`src/rtl/regfile_bist_ctrl.sv`:
```
// Built-in self-test initiator for the 8-entry register file: writes a pattern
// and its complement to every register, reads each back and reports the result.
`timescale 1ns/1ps

module regfile_bist_ctrl #(
  parameter int               WIDTH   = 16,
  parameter logic [WIDTH-1:0] PATTERN = WIDTH'(16'hA5A5)
) (
  input  logic             clk,
  input  logic             reset,
  input  logic             start,
  input  logic             abort,
  input  logic [WIDTH-1:0] data_out,
  output logic             write,
  output logic [2:0]       writenum,
  output logic [WIDTH-1:0] data_in,
  output logic [2:0]       readnum,
  output logic             busy,
  output logic             done,
  output logic             pass,
  output logic [4:0]       err_count,
  output logic [2:0]       first_fail_reg,
  output logic             first_fail_pass
);

  typedef enum logic [1:0] {IDLE, WR, RD, DONE} state_t;

  state_t           state, state_n;
  logic [2:0]       idx, idx_n;
  logic             p, p_n;
  logic [4:0]       err_n;
  logic [2:0]       ffr_n;
  logic             ffp_n;
  logic [WIDTH-1:0] expected;

  // Pattern for register i in pass pass_bit; the complement pass flips every bit.
  function automatic logic [WIDTH-1:0] pat(input logic pass_bit, input logic [2:0] i);
    logic [WIDTH-1:0] v;
    v = PATTERN ^ (WIDTH'(i) * WIDTH'(16'h1111));
    return pass_bit ? ~v : v;
  endfunction

  assign expected = pat(p, idx);

  always_ff @(posedge clk) begin
    if (reset) begin
      state           <= IDLE;
      idx             <= 3'd0;
      p               <= 1'b0;
      err_count       <= 5'd0;
      first_fail_reg  <= 3'd0;
      first_fail_pass <= 1'b0;
    end else begin
      state           <= state_n;
      idx             <= idx_n;
      p               <= p_n;
      err_count       <= err_n;
      first_fail_reg  <= ffr_n;
      first_fail_pass <= ffp_n;
    end
  end

  // Register-file port signals depend only on state/idx/p, never on start, abort or data_out.
  always_comb begin
    state_n  = state;
    idx_n    = idx;
    p_n      = p;
    err_n    = err_count;
    ffr_n    = first_fail_reg;
    ffp_n    = first_fail_pass;
    write    = 1'b0;
    writenum = 3'd0;
    data_in  = '0;
    readnum  = 3'd0;

    case (state)
      IDLE, DONE: begin
        if (start && !abort) begin
          state_n = WR;
          idx_n   = 3'd0;
          p_n     = 1'b0;
          err_n   = 5'd0;
          ffr_n   = 3'd0;
          ffp_n   = 1'b0;
        end
      end

      WR: begin
        write    = 1'b1;
        writenum = idx;
        data_in  = expected;
        if (abort) begin
          state_n = IDLE;
        end else begin
          idx_n = idx + 3'd1;
          if (idx == 3'd7) state_n = RD;
        end
      end

      RD: begin
        readnum = idx;
        if (abort) begin
          state_n = IDLE;
        end else begin
          if (data_out != expected) begin
            if (err_count != 5'd16) err_n = err_count + 5'd1;
            if (err_count == 5'd0) begin
              ffr_n = idx;
              ffp_n = p;
            end
          end
          idx_n = idx + 3'd1;
          if (idx == 3'd7) begin
            if (!p) begin
              state_n = WR;
              p_n     = 1'b1;
            end else begin
              state_n = DONE;
            end
          end
        end
      end

      default: state_n = IDLE;
    endcase
  end

  assign busy = (state == WR) || (state == RD);
  assign done = (state == DONE);
  assign pass = done && (err_count == 5'd0);

endmodule

```
`config.mk`:
```
export PLATFORM = sky130hd
export DESIGN_NAME = regfile_bist_ctrl
export DESIGN_NICKNAME = d
export VERILOG_FILES = /design/src/rtl/regfile_bist_ctrl.sv
export SDC_FILE = /design/constraint.sdc
export NUM_CORES = 1
export LEC_CHECK = 0
export CAP_MARGIN = 25
export CORE_ASPECT_RATIO = 1.2
export CORE_UTILIZATION = 30
export DETAILED_ROUTE_END_ITERATION = 16
export PLACE_DENSITY_LB_ADDON = 0.05
export RECOVER_POWER = 50
export SLEW_MARGIN = 20
export SYNTH_ARGS = -nofsm -noshare
export SYNTH_HDL_FRONTEND = slang
export SYNTH_SLANG_ARGS = --single-unit
export TNS_END_PERCENT = 20
```
`constraint.sdc`:
```
create_clock -name clk -period 2.49 [get_ports clk]
set_clock_uncertainty 0.2 [all_clocks]
set_input_delay 0.249 -clock clk [delete_from_list [all_inputs] [get_ports clk]]
set_output_delay 0.249 -clock clk [all_outputs]
set_load 0.01 [all_outputs]
```
==> results of run 1 <==
per-stage QoR:
stage	total power [mW]	hold WS (ns)
after global routing	0.704	0.311
after CTS	0.672	0.294
after floorplan	0.370	0.228
after global placement	0.463	0.258
after detailed placement	0.465	0.278
final	0.663	0.290
routing by layer:
layer / GRT usage, % / routed length [um] / vias up / share of wire [%]
met1: 19.3 / 1530 / 592 / 44
li1: - / - / 641 / -
met3: 2.66 / 249 / 7 / 7.1
met2: 28.3 / 1650 / 60 / 47
met4: 7.41 / 71 / 0 / 2.0
met5: 0 / 0 / - / 0
cell usage in the layout (no fill, tap or decap), types with 3 or more instances in the layout:
master           instances
clkdlybuf4s50_1         38
nor2_1                  18
dlygate4sd3_1           16
dfxtp_1                 15
and2_1                  13
mux2i_1                 11
nand2b_1                11
inv_1                    9
nand2_1                  8
a21oi_1                  7
ha_1                     5
buf_4                    5
nand3_1                  4
nor4bb_1                 3
clkbuf_8                 3
power breakdown:
group          switching (mW)  internal [mW]
Clock                  0.0921          0.111
Sequential            0.00420          0.244
Combinational          0.0970          0.114
critical path: cells and delay by family, from the launching register on:
kind	cells	cell delay (ns)
buffers and inverters	3	0.78
flip-flops	1	0.36
AND/OR/NAND/NOR	2	0.35
adder cells (fa/ha/maj)	1	0.17
what timing repair did:
item / CTS / global route
hold buffers: 0 / 0
gates resized for setup: 0 / 2
setup endpoints to repair: 0 / 10
worst paths after layout:
kind / cells past startpoint / to / slack [ns]
hold / removal: 2 / first_fail_reg[0]$_SDFFE_PP0P_ / 0.29
setup reg to reg: 7 / err_count[4]$_SDFFE_PP0P_ / 0.21
setup / recovery: 6 / pass / 0.14
hold reg to reg: 2 / first_fail_reg[0]$_SDFFE_PP0P_ / 0.29
final cells by class:
| cell class | count | area, um2 | share of cell area (%) |
|---|---|---|---|
| Clock buffer | 3 | 41.3 | 2.19 |
| Tap cell | 54 | 67.6 | 3.58 |
| Multi-Input combinational cell | 119 | 855 | 45.3 |
| Clock inverter | 1 | 5.00 | 0.265 |
| Sequential cell | 15 | 300 | 15.9 |
| Inverter | 9 | 33.8 | 1.79 |
| Timing Repair Buffer | 61 | 586 | 31.0 |
cells by family (layout without fill, tap and decap cells):
group | Yosys count | count (layout)
xor+xnor | 3 | 3
simple gates | 68 | 68
compound gates | 29 | 29
flops | 15 | 15
mux | 12 | 12
buf+inv | 23 | 74
fa+ha+maj | 7 | 7
==> flow_metrics.env, run 1 <==
export IMPL_outcome="completed"
export IMPL_grt_setup_unrepaired="false"
export IMPL_viasPerCell=4.96
export IMPL_diodes=0
export IMPL_final_cells=262
export IMPL_worstSetupPathType="flop to output port"
export IMPL_postPlaceCellArea_um2=1840
export IMPL_h_tree_depth=1
export IMPL_hpwlAfterDp_um=2710
export IMPL_yosysTopAreaCell="dfxtp_1"
export IMPL_cp_start_kind="flop"
export IMPL_grt_pass1_vias=1237
export IMPL_synth_top_cells_by_area="dfxtp_1 24%, mux2i_1 8.7%, ha_1 6.9%"
export IMPL_synth_common_cells="18 x nor2_1, 15 x dfxtp_1, 13 x and2_1, 11 x mux2i_1, 11 x nand2b_1"
export IMPL_drcViolationCount=0
export IMPL_ys_seq_elements=15
export IMPL_gp_congestion=0.726
export IMPL_critical_path_slowest_cell="clkdlybuf4s50_1"
export IMPL_yosys_cell_types_count=40
export IMPL_grt_usage_pct=16.3
export IMPL_fill_cells=428
export IMPL_synth_top_family_by_area="simple AND/OR/NAND/NOR gates"
export IMPL_cts_tree="done"
export IMPL_cts_sinks=15
export IMPL_min_period_over_period_pct=94.3
export IMPL_clk_latency_ns=0.25
export IMPL_ir_worst_vdd_uv=195
export IMPL_portBuffers=54
export IMPL_ys_flop_type="dfxtp_1"
export IMPL_yosysWarnings=0
export IMPL_synth_simple_area_share_pct=29.6
export IMPL_largest_reg_flops=5
export IMPL_num_io_pins=55
export IMPL_worstSetupEndpointType="output port"
export IMPL_fmax_mhz=426
export IMPL_worst_slack_ns=0.142
export IMPL_p_leak_nw=0.742
export IMPL_synthMuxAreaShare_pct=9.58
export IMPL_place_inst=258
export IMPL_slew_violations=0
export IMPL_dpl_worst_slack_ns=0.146
export IMPL_drive_gt1_share_pct=8.17
export IMPL_crit_path_start="err_count[0]$_SDFFE_PP0P_"
export IMPL_crit_required_ns=2.04
export IMPL_antenna_found_initial=0
export IMPL_worst_pin_slew_ns=0.523
export IMPL_dr_pass1_iters=4
export IMPL_finalHoldViolations=0
export IMPL_cap_violations=0
export IMPL_core_area_um2=4000
export IMPL_drtIter0Drc=34
export IMPL_path_cells="inv_1 -> ha_1 -> nor4b_1 -> buf_4 -> and2_1 -> clkdlybuf4s50_1"
export IMPL_synth_edf_count=0
export IMPL_final_setup_viol_count=0
export IMPL_synth_fa_ha_area_share_pct=6.91
export IMPL_post_cts_buffers=0
export IMPL_path_clk_slew_ns=0.07
export IMPL_fin_area_um2=1890
export IMPL_synthArstFlopShare_pct=0
export IMPL_synth_most_common_cell="nor2_1"
export IMPL_syn_to_final_growth_pct=49.0
export IMPL_cp_max_fo=6
export IMPL_arrival_ns=1.90
export IMPL_power_density_nw_per_um2=351
export IMPL_final_setup_tns_ns=0
export IMPL_dieHeight_um=73.2
export IMPL_wirelength_um=3500
export IMPL_root_buffer="clkbuf_8"
export IMPL_worstHoldStart="first_fail_reg[0]$_SDFFE_PP0P_"
export IMPL_final_nets=236
export IMPL_postSynthAreaPerCell_um2=8.07
export IMPL_rr_startpoint="p$_SDFFE_PP0P_"
export IMPL_synth_cells=157
export IMPL_synth_yosys_seq_area_share_pct=23.7
export IMPL_grt_pass1_wl_um=5450
export IMPL_gr_total_overflow=0
export IMPL_ant_nets=0
export IMPL_synthesis_nets=184
export IMPL_dieArea_um2=4490
export IMPL_hold_class="flop to flop"
export IMPL_grt_max_degree=16
export IMPL_max_slew_margin_rel_pct=65.0
export IMPL_synthXorXnorAreaFrac_pct=3.26
export IMPL_die_w_um=61.3
export IMPL_avgRoutedWirePerCell_um=13.4
export IMPL_yosysTopAreaCellShare_pct=23.7
export IMPL_syn_area_um2=1270
export IMPL_rows=25
export IMPL_max_stage_delay_ns=0.54
export IMPL_min_period_ns=2.35
export IMPL_synth_compound_gate_area_share_pct=17.7
export IMPL_clockBufferDepth=2
export IMPL_finish_utilization_pct=47.2
export IMPL_vias=1300
export IMPL_cts_buffers=3
export IMPL_start_util_pct=31.7
Note: power is estimated with default switching activity, not from simulation.
==> run 2: changes to the inputs <==
--- a/constraint.sdc
+++ b/constraint.sdc
@@ -4,2 +4,2 @@
 set_output_delay 0.249 -clock clk [all_outputs]
-set_load 0.01 [all_outputs]
+set_load 0.005 [all_outputs]
==> run 2 against run 1 <==
Net effect:
- hold slack lost 0.014 ns
- power fell by 2.3%
- count of clock-buffer cells in the layout is the same
==> flow_metrics.env, run 2 (same netlist as run 1, synthesis figures left out) <==
export IMPL_outcome="completed"
export IMPL_grt_max_degree=16
export IMPL_cts_tree="done"
export IMPL_final_nets=236
export IMPL_drtIter0Drc=23
export IMPL_vias=1270
export IMPL_path_clk_slew_ns=0.07
export IMPL_grt_pass1_wl_um=5360
export IMPL_drive_gt1_share_pct=7.69
export IMPL_max_slew_margin_rel_pct=65.5
export IMPL_cp_max_fo=15
export IMPL_ant_nets=0
export IMPL_fill_cells=426
export IMPL_total_power_uw=648
export IMPL_root_buffer="clkbuf_8"
export IMPL_p_leak_nw=0.735
export IMPL_core_area_um2=4000
export IMPL_ir_worst_vdd_uv=258
export IMPL_num_io_pins=55
export IMPL_avgRoutedWirePerCell_um=13.2
export IMPL_hold_class="flop to flop"
export IMPL_cts_buffers=3
export IMPL_post_cts_buffers=0
export IMPL_grt_pass1_vias=1205
export IMPL_worst_pin_slew_ns=0.516
export IMPL_dieArea_um2=4490
export IMPL_fmax_mhz=426
export IMPL_slew_violations=0
export IMPL_final_setup_tns_ns=0
export IMPL_grt_setup_unrepaired="false"
export IMPL_worstSetupEndpointType="output port"
export IMPL_diodes=0
export IMPL_syn_to_final_growth_pct=48.9
export IMPL_portBuffers=54
export IMPL_register_area_um2=300
export IMPL_cts_resized=0
export IMPL_cts_sinks=15
export IMPL_grt_usage_pct=15.9
export IMPL_start_util_pct=31.7
export IMPL_h_tree_depth=1
export IMPL_clk_latency_ns=0.25
export IMPL_arrival_ns=1.90
export IMPL_gp_congestion=0.757
export IMPL_multi_input_area_um2=850
export IMPL_crit_required_ns=2.04
export IMPL_finalHoldViolations=0
export IMPL_viasPerCell=4.85
export IMPL_worstSetupPathType="flop to output port"
export IMPL_min_period_over_period_pct=94.4
export IMPL_gr_total_overflow=0
export IMPL_dr_pass1_iters=6
export IMPL_cts_hold_buf=0
export IMPL_die_w_um=61.3
export IMPL_clockBufferDepth=2
export IMPL_largest_reg_flops=5
export IMPL_cap_violations=0
export IMPL_cp_start_kind="flop"
export IMPL_hpwlAfterDp_um=2660
export IMPL_drcViolationCount=0
export IMPL_final_setup_viol_count=0
export IMPL_antenna_found_initial=0
export IMPL_power_density_nw_per_um2=343
export IMPL_min_period_ns=2.35
export IMPL_final_cell_mix="41 x clkdlybuf4s50_1, 18 x nor2_1, 15 x dfxtp_1"
export IMPL_rows=25
export IMPL_dieHeight_um=73.2
export IMPL_wirelength_um=3450
export IMPL_finish_utilization_pct=47.1
export IMPL_mostFrequentLayoutCell="clkdlybuf4s50_1"
[run 2: metrics by stage]
stage	hold WS, ns	instance area, um2	setup slack (ns)	std cells
6_report	0.276	1890	0.141	262
5_1_grt	0.311	1890	0.00857	262
4_1_cts	0.282	1890	0.145	262
3_5_place_dp	0.271	1840	0.225	258
3_3_place_gp	0.259	1840	0.269	258
2_1_floorplan	0.228	1270	0.528	157
[run 2: worst paths after layout]
| check | slack, ns | to | cells after the start | start |
|---|---|---|---|---|
| worst max-delay path | 0.14 | readnum[1] | 4 | state[0]$_SDFFE_PP0P_ |
| worst min-delay path | 0.28 | first_fail_reg[1]$_SDFFE_PP0P_ | 2 | first_fail_reg[1]$_SDFFE_PP0P_ |
| worst max register to register | 0.23 | first_fail_reg[2]$_SDFFE_PP0P_ | 6 | state[0]$_SDFFE_PP0P_ |
| worst min register to register | 0.28 | first_fail_reg[1]$_SDFFE_PP0P_ | 2 | first_fail_reg[1]$_SDFFE_PP0P_ |
[run 2: worst max-delay path, cell delays in order, from the launching register on]
cell	delay [ns]
dfxtp_1	0.35
inv_1	0.07
ha_1	0.47
and2_1	0.25
clkdlybuf4s50_1	0.51
[run 2: per-layer routing]
metal	global-route usage [%]	share of wire, %	up-vias
li1	-	-	640
met4	5.43	0.72	0
met5	0	0	-
met1	20.6	47	571
met3	2.30	5.6	2
met2	26.3	47	57
[run 2: where the power goes]
group	total [mW]	internal [mW]	switching, mW
Clock	0.203	0.111	0.0920
Sequential	0.250	0.244	0.00574
Combinational	0.195	0.112	0.0829
Total	0.648	0.467	0.181
[run 2: final cells by class]
| type | count | share of cell area (%) |
|---|---|---|
| Sequential cell | 15 | 15.9 |
| Timing Repair Buffer | 61 | 31.2 |
| Clock buffer | 3 | 2.19 |
| Inverter | 9 | 1.79 |
| Tap cell | 54 | 3.58 |
| Multi-Input combinational cell | 119 | 45.0 |
| Clock inverter | 1 | 0.265 |
==> run 3: changes to the inputs <==
Settings changed: SLEW_MARGIN 20 to 0.
Clock period 2.49 ns to 2.25 ns, I/O delays scaled along.
==> run 3 against run 2 <==
Net effect:
- sequential share of layout area fell by 0.25 points
- flip-flop and latch count did not move
- clock power rose by 13%
- largest cell class unchanged
- count of clock-buffer cells in the layout did not move
- utilization rose by 1.6 points
- routed wire length rose by 3.5%
- highest routed layer unchanged
- worst setup slack got worse by 0.059 ns
- sequential power rose by 10%
==> flow_metrics.env, run 3 (same netlist as run 1, synthesis figures left out) <==
export IMPL_cp_max_fo=7
export IMPL_clock_power_share_pct=31.3
export IMPL_seqPwrFrac_pct=37.7
export IMPL_finalHoldViolations=0
export IMPL_drtIter0Drc=29
export IMPL_cts_buffers=3
export IMPL_outcome="completed"
export IMPL_rrSetupSlack_ns=0.19
export IMPL_critPathTopFamily="buffers and inverters"
export IMPL_grt_setup_unrepaired="false"
export IMPL_final_cells=265
export IMPL_avgRoutedWirePerCell_um=13.5
export IMPL_grt_pass1_wl_um=5530
export IMPL_rows=25
export IMPL_num_io_pins=55
export IMPL_fmax_mhz=461
export IMPL_register_area_um2=305
export IMPL_p_leak_nw=0.792
export IMPL_final_setup_viol_count=0
export IMPL_path_clk_slew_ns=0.07
export IMPL_multi_input_area_um2=882
export IMPL_largest_reg_flops=5
export IMPL_cts_hold_buf=0
export IMPL_total_power_uw=730
export IMPL_viasPerCell=4.92
export IMPL_crit_required_ns=1.82
export IMPL_final_nets=239
export IMPL_dpl_worst_slack_ns=0.00714
export IMPL_start_util_pct=31.7
export IMPL_clk_latency_ns=0.25
export IMPL_diodes=0
export IMPL_grt_max_degree=18
export IMPL_hpwlAfterDp_um=2760
export IMPL_ant_nets=0
export IMPL_cts_tree="done"
export IMPL_worstSetupPathType="flop to output port"
export IMPL_cts_sinks=15
export IMPL_ir_worst_vdd_uv=271
export IMPL_final_setup_tns_ns=0
export IMPL_h_tree_depth=1
export IMPL_vias=1305
export IMPL_power_density_nw_per_um2=374
export IMPL_core_area_um2=4000
export IMPL_grt_usage_pct=16.3
export IMPL_pwr_share_comb_pct=31.0
export IMPL_cap_violations=0
export IMPL_wirelength_um=3580
export IMPL_clockBufferDepth=2
export IMPL_gp_congestion=0.756
export IMPL_worst_pin_slew_ns=0.526
export IMPL_dr_pass1_iters=4
export IMPL_p_int_uw=522
export IMPL_min_period_over_period_pct=96.4
export IMPL_arrival_ns=1.74
export IMPL_path_cells="xor2_1 -> buf_4 -> and2_1 -> clkdlybuf4s50_1"
export IMPL_die_w_um=61.3
export IMPL_finish_utilization_pct=48.7
export IMPL_final_cell_mix="39 x clkdlybuf4s50_1, 17 x nor2_1, 14 x dlygate4sd3_1"
export IMPL_portBuffers=54
export IMPL_antenna_found_initial=0
export IMPL_hold_class="flop to flop"
export IMPL_gr_total_overflow=0
export IMPL_drcViolationCount=0
export IMPL_sw_frac_of_total_pct=28.4
export IMPL_min_period_ns=2.17
export IMPL_max_slew_margin_rel_pct=64.8
export IMPL_mostFrequentLayoutCell="clkdlybuf4s50_1"
export IMPL_path_buf_inv=2
export IMPL_drive_gt1_share_pct=11.8
export IMPL_grt_pass1_vias=1238
export IMPL_cp_start_kind="flop"
export IMPL_place_inst=261
export IMPL_worst_slack_ns=0.0818
export IMPL_critical_path_slowest_cell="clkdlybuf4s50_1"
export IMPL_worstSetupEndpointType="output port"
export IMPL_post_cts_buffers=0
export IMPL_max_stage_delay_ns=0.51
export IMPL_root_buffer="clkbuf_8"
export IMPL_dieHeight_um=73.2
export IMPL_cts_resized=3
export IMPL_slew_violations=0
export IMPL_syn_to_final_growth_pct=53.8
export IMPL_p_sw_uw=207
export IMPL_fill_cells=430
export IMPL_dieArea_um2=4490
==> run 3: changes by cell type in the layout (fill, tap and decap cells not counted), moves of 2 or more <==
cell / before / now
dfxtp_1: 15 / 13
clkdlybuf4s50_1: 41 / 39
ha_1: 7 / 5
buf_4: 6 / 9
==> run 3: final cells by class <==
cell class / instances / area share, %
clock buffers: 3 / 2.12
clock inverters: 1 / 0.257
inverters: 9 / 1.73
multi-input cells: 119 / 45.3
flip-flops and latches: 15 / 15.7
well taps: 54 / 3.47
repair buffers: 64 / 31.5
==> run 3: final timing paths <==
| path | end | from | cells after the start |
|---|---|---|---|
| worst max-delay path | data_in[12] | p$_SDFFE_PP0P_ | 4 |
| worst min-delay path | first_fail_reg[1]$_SDFFE_PP0P_ | first_fail_reg[1]$_SDFFE_PP0P_ | 2 |
| worst min register to register | first_fail_reg[1]$_SDFFE_PP0P_ | first_fail_reg[1]$_SDFFE_PP0P_ | 2 |
| worst max register to register | err_count[4]$_SDFFE_PP0P_ | p$_SDFFE_PP0P_ | 6 |
==> run 3: metrics by stage <==
step           instance area (um2)  hold slack [ns]
2_1_floorplan                 1270            0.204
3_3_place_gp                  1870            0.257
3_5_place_dp                  1870            0.264
4_1_cts                       1920            0.281
5_1_grt                       1950            0.294
6_report                      1950            0.275
==> run 3: layer usage <==
layer  routed length, um  track usage (%)  part of all wire [%]  up-vias
li1                    -                -                     -      645
met1                1600             20.0                    45      595
met2                1700             27.8                    48       57
met3                 206             2.13                   5.8        8
met4                  71             6.91                   2.0        0
met5                   0                0                     0        -
==> run 3: power groups by stage <==
stage	sequential, mW	combinational (mW)	clock, mW
after global placement	0.281	0.220	0
after floorplan	0.281	0.115	0
after global routing	0.276	0.247	0.241
after CTS	0.275	0.224	0.237
after detailed placement	0.281	0.221	0
final	0.275	0.226	0.229
==> run 3: worst reg2reg max path: stages, from the launching register on <==
cell	delay (ns)
dfxtp_4	0.41
xor2_1	0.27
mux2i_1	0.32
a2111oi_4	0.07
buf_4	0.18
a2111o_1	0.41
a21oi_1	0.13
